$ cat config.mk
export PLATFORM = sky130hd
export DESIGN_NAME = uart_tx_fifo_flat
export DESIGN_NICKNAME = d
export VERILOG_FILES = /design/src/rtl/uart_tx_fifo_if.sv /design/src/rtl/uart_tx_fifo.sv /design/src/flat_wrapper.sv
export SDC_FILE = /design/constraint.sdc
export NUM_CORES = 1
export LEC_CHECK = 0
export BUFFER_PORTS_ARGS = -buffer_cell sky130_fd_sc_hd__buf_4
export CORE_ASPECT_RATIO = 1.25
export CORE_MARGIN = 2
export CORE_UTILIZATION = 40
export CTS_CLUSTER_DIAMETER = 200
export DETAILED_ROUTE_END_ITERATION = 6
export GPL_TIMING_DRIVEN = 0
export SLEW_MARGIN = 20
export SYNTH_ARGS = -nofsm -noshare
export SYNTH_HDL_FRONTEND = slang
export SYNTH_SLANG_ARGS = --single-unit
$ cat constraint.sdc
create_clock -name clock -period 5.8 [get_ports clock]
set_input_delay 1.16 -clock clock [delete_from_list [all_inputs] [get_ports clock]]
set_output_delay 1.16 -clock clock [all_outputs]
set_load 0.02 [all_outputs]
$ cat src/rtl/uart_tx_fifo_if.sv
// ----------------------------------------------------------------------------
// uart_tx_fifo_if
// Bus-side bundle of the queued UART transmitter.
//   writedata  data word to queue (DATA_BITS wide)
//   enable     write strobe
//   full       FIFO holds FIFO_DEPTH words
//   empty      FIFO holds no words
//   level      queued words, not counting the frame in flight
//   busy       transmitter FSM not idle
//   overflow   one-cycle pulse: a write was dropped because the FIFO was full
//   done       one-cycle pulse on the last clock of each frame
//   tx         serial line, idle high
// The master modport is the register/bus side; the slave modport is the
// transmitter itself.
// ----------------------------------------------------------------------------
interface uart_tx_fifo_if #(
    parameter int DATA_BITS  = 8,
    parameter int FIFO_DEPTH = 4
);
    localparam int LVL_W = $clog2(FIFO_DEPTH) + 1;

    logic [DATA_BITS-1:0] writedata;
    logic                 enable;
    logic                 full;
    logic                 empty;
    logic [LVL_W-1:0]     level;
    logic                 busy;
    logic                 overflow;
    logic                 done;
    logic                 tx;

    modport master (
        output writedata, enable,
        input  full, empty, level, busy, overflow, done, tx
    );

    modport slave (
        input  writedata, enable,
        output full, empty, level, busy, overflow, done, tx
    );
endinterface

$ cat src/rtl/uart_tx_fifo.sv
// ----------------------------------------------------------------------------
// uart_tx_fifo
// Parametrised UART transmitter with a small write FIFO in front of it.
// Frame: one idle guard bit, start bit, DATA_BITS data bits (LSB first),
// optional parity bit, STOP_BITS stop bits.
// Ports:
//   clock   system clock, rising edge
//   resetn  asynchronous active-low reset; aborts any frame in flight
//   bus     uart_tx_fifo_if slave: writedata/enable in,
//           full/empty/level/busy/overflow/done/tx out
// ----------------------------------------------------------------------------
module uart_tx_fifo #(
    parameter int CLKS_PER_BIT = 5208,
    parameter int DATA_BITS    = 8,
    parameter int PARITY       = 0,     // 0 none, 1 odd, 2 even
    parameter int STOP_BITS    = 1,
    parameter int FIFO_DEPTH   = 4
) (
    input  logic          clock,
    input  logic          resetn,
    uart_tx_fifo_if.slave bus
);
    localparam int PTR_W = $clog2(FIFO_DEPTH);
    localparam int LVL_W = PTR_W + 1;
    localparam int CNT_W = $clog2(CLKS_PER_BIT);
    localparam int IDX_W = 4;

    typedef enum logic [2:0] {
        S_IDLE, S_GUARD, S_START, S_DATA, S_PARITY, S_STOP
    } state_t;

    // FIFO
    logic [DATA_BITS-1:0] r_mem [FIFO_DEPTH];
    logic [PTR_W-1:0]     r_wr_ptr;
    logic [PTR_W-1:0]     r_rd_ptr;
    logic [LVL_W-1:0]     r_level;
    logic                 r_full;
    logic                 r_empty;
    logic                 r_overflow;

    // Transmitter
    state_t               r_state;
    logic [CNT_W-1:0]     r_clk_cnt;
    logic [IDX_W-1:0]     r_bit_idx;
    logic [DATA_BITS-1:0] r_shift;
    logic                 r_parity;
    logic                 r_tx;
    logic                 r_done;
    logic                 r_busy;

    logic                 w_bit_end;
    logic                 w_last_stop;
    logic                 w_frame_end;
    logic                 w_pop;
    logic                 w_push;
    logic [DATA_BITS-1:0] w_head;
    logic                 w_head_parity;
    logic [LVL_W-1:0]     w_level_nxt;

    assign w_bit_end   = (r_clk_cnt == CNT_W'(CLKS_PER_BIT - 1));
    assign w_last_stop = (r_state == S_STOP) && (r_bit_idx == IDX_W'(STOP_BITS - 1));
    assign w_frame_end = w_last_stop && w_bit_end;

    // A pop happens from IDLE, or straight out of the last stop clock so
    // queued frames follow each other with only the guard bit between them.
    assign w_pop  = !r_empty && ((r_state == S_IDLE) || w_frame_end);
    // A write while full is still accepted when a pop frees a slot on the same edge.
    assign w_push = bus.enable && (!r_full || w_pop);

    assign w_head        = r_mem[r_rd_ptr];
    assign w_head_parity = (PARITY == 1) ? ~^w_head : ^w_head;

    // NOTE: every variable assigned in always_comb gets a default first, so no latch is inferred.
    always_comb begin
        w_level_nxt = r_level;
        if (w_push && !w_pop) begin
            w_level_nxt = r_level + 1'b1;
        end else if (!w_push && w_pop) begin
            w_level_nxt = r_level - 1'b1;
        end
    end

    // NOTE: the storage array has no reset; the pointers and level define which entries are valid.
    always_ff @(posedge clock) begin
        if (w_push) begin
            r_mem[r_wr_ptr] <= bus.writedata;
        end
    end

    // NOTE: sequential state uses non-blocking assignments so every register samples pre-edge values.
    always_ff @(posedge clock or negedge resetn) begin
        if (!resetn) begin
            r_wr_ptr   <= '0;
            r_rd_ptr   <= '0;
            r_level    <= '0;
            r_full     <= 1'b0;
            r_empty    <= 1'b1;
            r_overflow <= 1'b0;
        end else begin
            // Pointers are power-of-two wide, so they wrap on their own.
            if (w_push) r_wr_ptr <= r_wr_ptr + 1'b1;
            if (w_pop)  r_rd_ptr <= r_rd_ptr + 1'b1;
            r_level    <= w_level_nxt;
            r_full     <= (w_level_nxt == LVL_W'(FIFO_DEPTH));
            r_empty    <= (w_level_nxt == '0);
            r_overflow <= bus.enable && r_full && !w_pop;
        end
    end

    always_ff @(posedge clock or negedge resetn) begin
        if (!resetn) begin
            r_state   <= S_IDLE;
            r_clk_cnt <= '0;
            r_bit_idx <= '0;
            r_shift   <= '0;
            r_parity  <= 1'b0;
            r_tx      <= 1'b1;
            r_done    <= 1'b0;
            r_busy    <= 1'b0;
        end else begin
            // Raised one clock early so done is high during the final stop clock.
            r_done <= w_last_stop && (r_clk_cnt == CNT_W'(CLKS_PER_BIT - 2));

            if (r_state != S_IDLE) begin
                r_clk_cnt <= w_bit_end ? '0 : r_clk_cnt + 1'b1;
            end

            case (r_state)
                S_IDLE: begin
                    r_clk_cnt <= '0;
                    r_tx      <= 1'b1;
                    if (w_pop) begin
                        r_shift  <= w_head;
                        r_parity <= w_head_parity;
                        r_busy   <= 1'b1;
                        r_state  <= S_GUARD;
                    end
                end
                S_GUARD: begin
                    if (w_bit_end) begin
                        r_tx    <= 1'b0;
                        r_state <= S_START;
                    end
                end
                S_START: begin
                    if (w_bit_end) begin
                        r_tx      <= r_shift[0];
                        r_bit_idx <= '0;
                        r_state   <= S_DATA;
                    end
                end
                S_DATA: begin
                    if (w_bit_end) begin
                        if (r_bit_idx == IDX_W'(DATA_BITS - 1)) begin
                            r_bit_idx <= '0;
                            if (PARITY != 0) begin
                                r_tx    <= r_parity;
                                r_state <= S_PARITY;
                            end else begin
                                r_tx    <= 1'b1;
                                r_state <= S_STOP;
                            end
                        end else begin
                            r_bit_idx <= r_bit_idx + 1'b1;
                            r_shift   <= {1'b0, r_shift[DATA_BITS-1:1]};
                            r_tx      <= r_shift[1];
                        end
                    end
                end
                S_PARITY: begin
                    if (w_bit_end) begin
                        r_tx      <= 1'b1;
                        r_bit_idx <= '0;
                        r_state   <= S_STOP;
                    end
                end
                S_STOP: begin
                    if (w_bit_end) begin
                        if (w_last_stop) begin
                            r_bit_idx <= '0;
                            if (w_pop) begin
                                r_shift  <= w_head;
                                r_parity <= w_head_parity;
                                r_state  <= S_GUARD;
                            end else begin
                                r_busy  <= 1'b0;
                                r_state <= S_IDLE;
                            end
                        end else begin
                            r_bit_idx <= r_bit_idx + 1'b1;
                        end
                    end
                end
                default: begin
                    r_tx    <= 1'b1;
                    r_busy  <= 1'b0;
                    r_state <= S_IDLE;
                end
            endcase
        end
    end

    assign bus.full     = r_full;
    assign bus.empty    = r_empty;
    assign bus.level    = r_level;
    assign bus.busy     = r_busy;
    assign bus.overflow = r_overflow;
    assign bus.done     = r_done;
    assign bus.tx       = r_tx;
endmodule

$ cat src/flat_wrapper.sv
// flat-port wrapper written by rule: the top's interface ports become plain ports
module uart_tx_fifo_flat 
#(
    parameter int CLKS_PER_BIT = 5208,
    parameter int DATA_BITS    = 8,
    parameter int PARITY       = 0,                             
    parameter int STOP_BITS    = 1,
    parameter int FIFO_DEPTH   = 4
)
  (clock, resetn, bus_writedata, bus_enable, bus_full, bus_empty, bus_level, bus_busy, bus_overflow, bus_done, bus_tx);
  uart_tx_fifo_if #(.DATA_BITS(DATA_BITS), .FIFO_DEPTH(FIFO_DEPTH)) bus_i ();
  input  logic clock;
  input  logic resetn;
  input wire logic [$bits(bus_i.writedata)-1:0] bus_writedata;
  input wire logic [$bits(bus_i.enable)-1:0] bus_enable;
  output wire logic [$bits(bus_i.full)-1:0] bus_full;
  output wire logic [$bits(bus_i.empty)-1:0] bus_empty;
  output wire logic [$bits(bus_i.level)-1:0] bus_level;
  output wire logic [$bits(bus_i.busy)-1:0] bus_busy;
  output wire logic [$bits(bus_i.overflow)-1:0] bus_overflow;
  output wire logic [$bits(bus_i.done)-1:0] bus_done;
  output wire logic [$bits(bus_i.tx)-1:0] bus_tx;
  assign bus_i.writedata = bus_writedata;
  assign bus_i.enable = bus_enable;
  assign bus_full = bus_i.full;
  assign bus_empty = bus_i.empty;
  assign bus_level = bus_i.level;
  assign bus_busy = bus_i.busy;
  assign bus_overflow = bus_i.overflow;
  assign bus_done = bus_i.done;
  assign bus_tx = bus_i.tx;
  uart_tx_fifo #(.CLKS_PER_BIT(CLKS_PER_BIT), .DATA_BITS(DATA_BITS), .PARITY(PARITY), .STOP_BITS(STOP_BITS), .FIFO_DEPTH(FIFO_DEPTH)) u_core (.clock(clock), .resetn(resetn), .bus(bus_i));
endmodule
==> results.txt <==
Status = finished, final reports clean
Worst skew pair latency = 0.35 ns
Register bit total from synthesis = 73
CP required = 5.79 ns
Largest net degree at the start of global routing = 42
Ys Warns = 0
R2R depth = 8
Final setup viols = 0
Drt first-iter violations = 110
RD Place Congestion = 0.7524
CP Capture Point = u_core.r_mem[0][2]$_DFFE_PP_
CTS H-tree depth = 3
Die area = 9413 sq um
Delay-heaviest family, CP = simple AND/OR/NAND/NOR gates
Nets@finish = 333
Share of layout cells above drive strength 1 = 20.82%
Leakage power = 0.001658 uW
Sequential share of the synthesized area = 57.50%
DR WL met2 = 2.841 mm
Worst hold path class = register to register
Flop2flop setup slack = 3.03 ns
Setup bufs post-CTS = 0
Synthesized area = 3460 sq um
Hold Buf Count CTS = 0
Crit path max fanout = 10
Crit. Startpoint = u_core.r_bit_idx[0]$_DFFE_PN0P_
Max clock buf depth = 2
Maximum clock rate = 361.6 MHz
Syn Nets = 304
RR Endpoint = u_core.r_mem[0][2]$_DFFE_PP_
Max-Cap Viols = 0
Crit path cell chain = inv_1 -> ha_1 -> nor3b_1 -> and3_1 -> a41oi_2 -> buf_6 -> a21boi_4 -> and2_1
Remaining DRCs = 0
Nature of the critical path endpoint = register
Ys flop type = dfrtp_1
GRT overflow = 0
CP arrival = 2.76 ns
Finished Core Util = 47.00%
Met3 WL post-DR = 165 um
Cts repair resizes = 0
Vias per cell = 5.130
Hold Startpoint = u_core.r_clk_cnt[0]$_DFF_PN0_
Router iterations before antenna repair = 4
Final period util = 47.68%
Worst Clk Skew = 0.01271 ns
Post-synth EDFFs = 32
First-pass GRT wire length = 10.16 mm
Crit Path Class = register to register
Area grow syn2layout = 13.20%
Vias in the first global route = 2,112
Worst-Margin Slew = 0.5590 ns
Crit-path max cell delay = 0.44 ns
Fillers = 787
CP Launch Type = register
Final Hold Viols = 0
WL/cell = 14.06 um
Origin of the critical flop-to-flop path = u_core.r_bit_idx[0]$_DFFE_PN0P_
Die Ht = 108.0 um
RSZ-0062 raised after global routing = no
Io pins = 20
Core ar. = 8333 sq um
Post-DP HPWL = 4.038 mm
ANT cells = 0
Worst vdd ir = 0.1799 mV
Root buf cell = clkbuf_8
Starting Density = 41.52%
M1 WL = 2.706 mm
Post-Syn Instances = 283
IO Port Bufs = 18
Slowest CP cell = and2_1
Clock-pin slew on the worst setup and hold paths = 0.09 ns
Uppermost routed layer = met4
Final WL = 5.822 mm
Asr flop ratio synth = 56.16%
Post-route ant nets = 0
Die width = 87.18 um
Max Slew Vio Count = 0
CTS tree = done
CP bufs+invs = 2
CTS sink count = 73
Synth cell types = 49
Synthesized area per cell = 12.22 sq um
Critical path depth in cells = 8
Setup TNS = 0 ns
Pwr dens = 333.7 nW/um^2
Vias = 2,124
Final min period = 2.766 ns
Initial antenna violation count = 0
# rows = 37
Relative slew slack = 62.73%
Total CTS buffers = 9
Gr usage total = 14.08%
[synth_stat cells, types with 7 or more instances]
master	n	area, sq um
nand3_1	7	35.03
a21oi_1	19	95.09
xor2_1	9	78.83
mux2i_1	8	80.08
clkbuf_1	7	26.28
inv_1	14	52.55
o21ai_0	13	65.06
edfxtp_1	32	960.9
nand2_1	19	71.32
ha_1	10	125.1
dfrtp_1	39	975.9
nor2_1	30	112.6
xnor2_1	7	61.31
[layout by cell type, fill, tap and decap left out, types with 6 or more instances in the layout]
cell type  netlist  layout
clkbuf_8         0       9
clkbuf_1         7       7
nand3_1          7       7
o21ai_0         13      13
buf_4            0      18
and3_1           6       6
mux2i_1          8       8
xnor2_1          7       7
xor2_1           9       9
dfrtp_1         39      39
a21oi_1         19      19
nor2_1          30      30
nand2_1         19      19
inv_1           14      14
edfxtp_1        32      32
mux4_2           6       6
ha_1            10      10
[how the worst min path moves through the flow]
| stage | endpoint | slack [ns] | cells after the start |
|---|---|---|---|
| CTS | u_core.r_clk_cnt[0]$_DFF_PN0_ | 0.50 | 1 |
| floorplan | u_core.r_clk_cnt[0]$_DFF_PN0_ | 0.45 | 1 |
| global placement | u_core.r_clk_cnt[0]$_DFF_PN0_ | 0.48 | 1 |
| global route | u_core.r_clk_cnt[0]$_DFF_PN0_ | 0.53 | 1 |
| finish | u_core.r_clk_cnt[0]$_DFF_PN0_ | 0.50 | 1 |
| detailed placement | u_core.r_clk_cnt[0]$_DFF_PN0_ | 0.49 | 1 |
[state kept, by name, indices dropped and copies added (netlist names)]
name,count
u_core.bus.done,1
u_core.bus.level,3
u_core.r_rd_ptr,2
u_core.bus.full,1
u_core.bus.overflow,1
u_core.r_mem,32
u_core.bus.busy,1
u_core.r_bit_idx,4
u_core.bus.empty,1
u_core.r_wr_ptr,2
u_core.r_state,3
u_core.r_shift,8
u_core.r_clk_cnt,13
u_core.bus.tx,1
[worst reg2reg max path: stages, from the launching register on]
cell and delay [ns]:
dfrtp_1 0.43, inv_1 0.08, ha_1 0.14, nor3b_1 0.41
and3_1 0.28, a41oi_2 0.19, buf_6 0.21, a21boi_4 0.23
and2_1 0.44
[stage by stage]
| step | instance area, sq um | hold slack, ns | total power (uW) | instances | setup WS (ns) |
|---|---|---|---|---|---|
| after floorplan | 3460 | 0.4546 | 824.0 | 283 | 3.531 |
| after global placement | 3716 | 0.4844 | 907.1 | 398 | 3.018 |
| after detailed placement | 3716 | 0.4914 | 915.1 | 398 | 2.988 |
| after CTS | 3916 | 0.5037 | 1326 | 414 | 2.956 |
| after global routing | 3916 | 0.5345 | 1378 | 414 | 2.865 |
| final | 3916 | 0.5021 | 1307 | 414 | 3.035 |
[power breakdown]
group | internal (uW) | total, uW | switching [uW]
logic | 103 | 236 | 134
clock network | 203 | 409 | 206
registers | 622 | 661 | 38.7
[kinds of logic after synthesis]
group | synth area share, %
compound gates | 8.717
buf+inv | 3.870
simple gates | 14.50
mux | 7.740
fa+ha+maj | 3.617
flops | 57.50
xor+xnor | 4.051
[cell type report]
class / count / area, sq um / share of cell area (%)
inverter: 14 / 52.55 / 1.342
sequential: 73 / 1989 / 50.80
multi-input combinational: 183 / 1336 / 34.12
tap: 97 / 121.4 / 3.099
clock inverter: 7 / 76.32 / 1.949
clock buffer: 9 / 123.9 / 3.163
buffer: 13 / 81.33 / 2.077
timing repair buffer: 18 / 135.1 / 3.450
[routing by layer]
metal | up-vias | GRT usage [%]
li1 | 1061 | -
met2 | 30 | 22.96
met4 | 0 | 5.934
met3 | 11 | 3.435
met1 | 1022 | 17.88
met5 | - | 0
No activity file was read; power rests on OpenSTA's default activity.
